[src/rtl/fwd_hazard_ctrl.sv]
// Forwarding-select and load-use stall controller for the EX-stage ALU operands.
// Tracks destination info of the instructions in EX and MEM and registers mux selects alongside ID/EX.
module fwd_hazard_ctrl #(
  parameter int RAW = 5
) (
  input  logic           clk,
  input  logic           rst,
  input  logic           id_valid,
  input  logic [RAW-1:0] id_rs,
  input  logic [RAW-1:0] id_rt,
  input  logic [RAW-1:0] id_rd,
  input  logic           id_reg_write,
  input  logic           id_mem_read,
  input  logic           flush,
  output logic [1:0]     fwd_a_sel,
  output logic [1:0]     fwd_b_sel,
  output logic           stall
);

  localparam logic [1:0] SEL_RF  = 2'b00;
  localparam logic [1:0] SEL_WB  = 2'b01;
  localparam logic [1:0] SEL_MEM = 2'b10;

  // Shadow slot for the instruction currently in EX.
  logic           ex_valid_q, ex_valid_d;
  logic [RAW-1:0] ex_rd_q, ex_rd_d;
  logic           ex_reg_write_q, ex_reg_write_d;
  logic           ex_mem_read_q, ex_mem_read_d;

  // MEM slot; the load flag is no longer needed once a producer has left EX.
  // The WB slot is not kept: the register file writes before it reads, so WB never forwards.
  logic           mem_valid_q;
  logic [RAW-1:0] mem_rd_q;
  logic           mem_reg_write_q;

  logic           ex_producer;
  logic           mem_producer;
  logic           bubble;
  logic [RAW-1:0] src [2];
  logic [1:0]     sel_d [2];
  logic [1:0]     sel_q [2];
  logic           load_hit [2];

  assign src[0] = id_rs;
  assign src[1] = id_rt;

  assign ex_producer  = ex_valid_q && ex_reg_write_q && (ex_rd_q != '0);
  assign mem_producer = mem_valid_q && mem_reg_write_q && (mem_rd_q != '0);

  genvar gi;
  generate
    for (gi = 0; gi < 2; gi++) begin : g_operand
      assign load_hit[gi] = ex_valid_q && ex_mem_read_q && (ex_rd_q != '0) &&
                            (ex_rd_q == src[gi]);

      // Nearer producer wins; stalls and other bubbles carry the register-file code.
      always_comb begin
        sel_d[gi] = SEL_RF;
        if (!bubble) begin
          if (ex_producer && (ex_rd_q == src[gi])) begin
            sel_d[gi] = SEL_MEM;
          end else if (mem_producer && (mem_rd_q == src[gi])) begin
            sel_d[gi] = SEL_WB;
          end
        end
      end

      always_ff @(posedge clk) begin
        if (rst) begin
          sel_q[gi] <= SEL_RF;
        end else begin
          sel_q[gi] <= sel_d[gi];
        end
      end
    end
  endgenerate

  assign stall  = id_valid && (load_hit[0] || load_hit[1]);
  assign bubble = stall || flush || !id_valid;

  always_comb begin
    ex_valid_d     = 1'b0;
    ex_rd_d        = '0;
    ex_reg_write_d = 1'b0;
    ex_mem_read_d  = 1'b0;
    if (!bubble) begin
      ex_valid_d     = 1'b1;
      ex_rd_d        = id_rd;
      ex_reg_write_d = id_reg_write;
      ex_mem_read_d  = id_mem_read;
    end
  end

  always_ff @(posedge clk) begin
    if (rst) begin
      ex_valid_q      <= 1'b0;
      ex_rd_q         <= '0;
      ex_reg_write_q  <= 1'b0;
      ex_mem_read_q   <= 1'b0;
      mem_valid_q     <= 1'b0;
      mem_rd_q        <= '0;
      mem_reg_write_q <= 1'b0;
    end else begin
      ex_valid_q      <= ex_valid_d;
      ex_rd_q         <= ex_rd_d;
      ex_reg_write_q  <= ex_reg_write_d;
      ex_mem_read_q   <= ex_mem_read_d;
      mem_valid_q     <= ex_valid_q;
      mem_rd_q        <= ex_rd_q;
      mem_reg_write_q <= ex_reg_write_q;
    end
  end

  assign fwd_a_sel = sel_q[0];
  assign fwd_b_sel = sel_q[1];

endmodule

[config.mk]
export PLATFORM = sky130hd
export DESIGN_NAME = fwd_hazard_ctrl
export DESIGN_NICKNAME = d
export VERILOG_FILES = /design/src/rtl/fwd_hazard_ctrl.sv
export SDC_FILE = /design/constraint.sdc
export NUM_CORES = 1
export LEC_CHECK = 0
export ABC_AREA = 1
export CORE_ASPECT_RATIO = 1.25
export CORE_MARGIN = 5
export CORE_UTILIZATION = 35
export CTS_BUF_LIST = sky130_fd_sc_hd__clkbuf_2
export CTS_CLUSTER_DIAMETER = 40
export DETAILED_ROUTE_END_ITERATION = 6
export PLACE_DENSITY = 0.71
export SKIP_LAST_GASP = 1
export SLEW_MARGIN = 20
export SYNTH_ARGS = -nofsm -noshare
export SYNTH_HDL_FRONTEND = slang
export SYNTH_SLANG_ARGS = --single-unit
[constraint.sdc]
create_clock -name clk -period 1.94 [get_ports clk]
set_input_delay 0.388 -clock clk [delete_from_list [all_inputs] [get_ports clk]]
set_output_delay 0.388 -clock clk [all_outputs]
set_load 0.005 [all_outputs]
==> results.yml <==
run_status:
  status: "complete, no violations"
floorplan:
  start_util_pct: 36.1
  rows: 21
  die_h_um: 68.8
  boundaryPins: 26
  coreArea_um2: 2680
  die_area_um2: 3930
  die_width_um: 57.1
sta:
  timing.final.crit_share_pct: 91.4
  setup_viol: 0
  relSlewSlack_pct: 85.5
  tightestPinTransition_ps: 217
  finalHoldViolCount: 0
  setup_slack_ps: 166
  min_period_ps: 1770
  timing.fmax_mhz: 564
  slew_violations: 0
  fin_worst_skew_ps: 2.38
  rsz0062_at_grt: "no"
logic_synthesis:
  syn-mean-instance-area_um2: 7.02
  synth_nets: 159
  synth_top_family_by_area: "simple AND/OR/NAND/NOR gates"
  synth_commonest_cells: "nand2_1, inv_1, dfxtp_1"
  synth_top_area_share_pct: 39.3
  synth.cell_area_um2: 968
  synth_most_common_cell: "nand2_1"
  synth_seq_cells: 19
  yosys.area_share.xor_xnor_pct: 10.9
  synth_compound_area_share_pct: 0
  ys_seq_area_share_pct: 39.3
  synthFlopType: "dfxtp_1"
  synth-edff-count: 0
  synth_cell_types: 17
  yosys.area_share.simple_pct: 37.0
  synth_fa_ha_area_share_pct: 0
  synthMuxAreaShare_pct: 0
  yosys.area.top_type: "dfxtp_1"
  synthTopCellsByArea: "dfxtp_1, nand2_1, inv_1, xnor2_1, nor2_2"
  async_reset_ff_share_pct: 0
  yosysWarnings: 0
  syn_inst: 138
drt:
  routed_wl_um: 2050
  vias_per_cell: 4.21
  wire_per_inst_um: 9.58
  num_vias: 900
  drtIter0Drc: 5
  route.detailed.drc: 0
  ant_nets: 0
  first_pass_iters: 4
final_layout:
  stdcell_area_um2: 1370
  antenna_cells: 0
  finalNetCount: 202
  area_growth_pct: 41.9
  drive_above_1_share_pct: 26.1
setup_path:
  crit_fanout: 3
  slowest_stage: "dfxtp_2"
  max_stage_delay_ps: 370
  path_class: "register to primary output"
  crit_family: "flip-flops"
  rrSetupSlack_ps: 690
  crit_arrival_ps: 1390
  path_cells: "buf_4 > xnor2_2 > nand3_1 > nand2_1 > nand2_2 > inv_1 > clkbuf_2"
  start_kind: "register"
  cp-end-kind: "primary output"
  cp_num_buf_inv: 3
  cp_data_required_time_ps: 1550
clock_network:
  clkTransAtPathRegs_ps: 170
  cts_buffers: 3
  clk_latency_ps: 300
  root_buffer: "clkbuf_2"
  clockBufferDepth: 2
  tritoncts: "built"
  htree_levels: 1
  cts_sinks: 19
pwr:
  power.leakage_nw: 0.675
  pwr_density_cell_nw_per_um2: 513
  vdd_drop_max_mv: 0.317
  power_mw: 0.704
global_route:
  grtUsageTotal_pct: 11.8
  grt-ovfl-total: 0
  antenna_found_initial: 0
  grt_max_degree: 13
  grt_pass1_wl_um: 3540
  grt_pass1_vias: 933
placement:
  pre_cts_ws_ps: -425
  port_buffers: 25
  dp_hpwl_um: 1780
  dpl_cell_area_um2: 1340
  place.gp.congestion: 0.802
min_path:
  hold_path_class: "register to register"
flow_run:
  max_cap_violations: 0
-- logic make-up after synthesis --
group,Yosys count
and+or+nand+nor,78
buffers and inverters,29
DFF,19
xor gates and xnor gates,12
-- worst register-to-register path: stages, from the launching register on --
cell and delay [ps]:
dfxtp_2 370, buf_4 140, xnor2_2 180, nand3_1 100, nand2_1 80, nand2_2 70, nand2_4 170, nor2_1 60
-- where the power goes --
group | switching (mW) | total [mW] | internal [mW]
combinational | 0.0571 | 0.132 | 0.0748
sequential | 0.00578 | 0.402 | 0.396
clock | 0.116 | 0.171 | 0.0546
total | 0.179 | 0.704 | 0.526
-- metal layers --
layer	global-route usage [%]	vias to the layer above	wire length, µm
met3	2.23	4	76
met5	0	-	0
met2	23.4	18	1120
li1	-	487	-
met4	6.96	0	43
met1	11.1	391	813
-- state kept, by name, indices dropped and copies added (netlist names) --
name,count
ex_mem_read_q,1
sel_q,4
mem_rd_q,5
ex_rd_q,5
ex_reg_write_q,1
mem_reg_write_q,1
ex_valid_q,1
mem_valid_q,1
-- final timing paths --
path                                           startpoint  cells after the start                    endpoint
worst max-delay path                ex_rd_q[4]$_SDFF_PP0_                      7                       stall
worst min-delay path            ex_reg_write_q$_SDFF_PP0_                      2  mem_reg_write_q$_SDFF_PP0_
worst max register to register      ex_rd_q[4]$_SDFF_PP0_                      7      sel_q[0][1]$_SDFF_PP0_
worst min register to register  ex_reg_write_q$_SDFF_PP0_                      2  mem_reg_write_q$_SDFF_PP0_
-- stage by stage --
stage                     hold slack, ps  std cells  util, %  TNS, ps
final                                435        214     51.3        0
after global routing                 473        214     51.3        0
after CTS                            440        214     51.1        0
after detailed placement             418        209     50.1     -425
after global placement               415        209     50.1     -410
after floorplan                      403        138        -        0
-- placed cells by master, fill, tap and decap left out, types with 4 or more instances in the layout --
cell type,count
nand2_1,35
inv_1,21
nor2_1,18
buf_4,15
dfxtp_1,14
clkdlybuf4s50_1,14
nor2_2,11
dlygate4sd2_1,10
xnor2_1,8
inv_2,6
clkbuf_2,5
nand3_1,4
-- what timing repair did --
action	in CTS	in global routing
resized for setup	17	5
hold buffers	0	0
pin swaps	1	5
endpoints found under the setup margin	1	1
cloned	0	0
endpoints found under the hold margin	0	0
buffers inserted	1	0
-- layout make-up --
type	instances	area, µm²
Tap cell	34	42.5
Timing Repair Buffer	40	345
Multi-Input combinational cell	90	473
Fill cell	293	1310
Inverter	27	101
Sequential cell	19	392
Clock buffer	4	20.0
(Power assumes the default switching activity.)
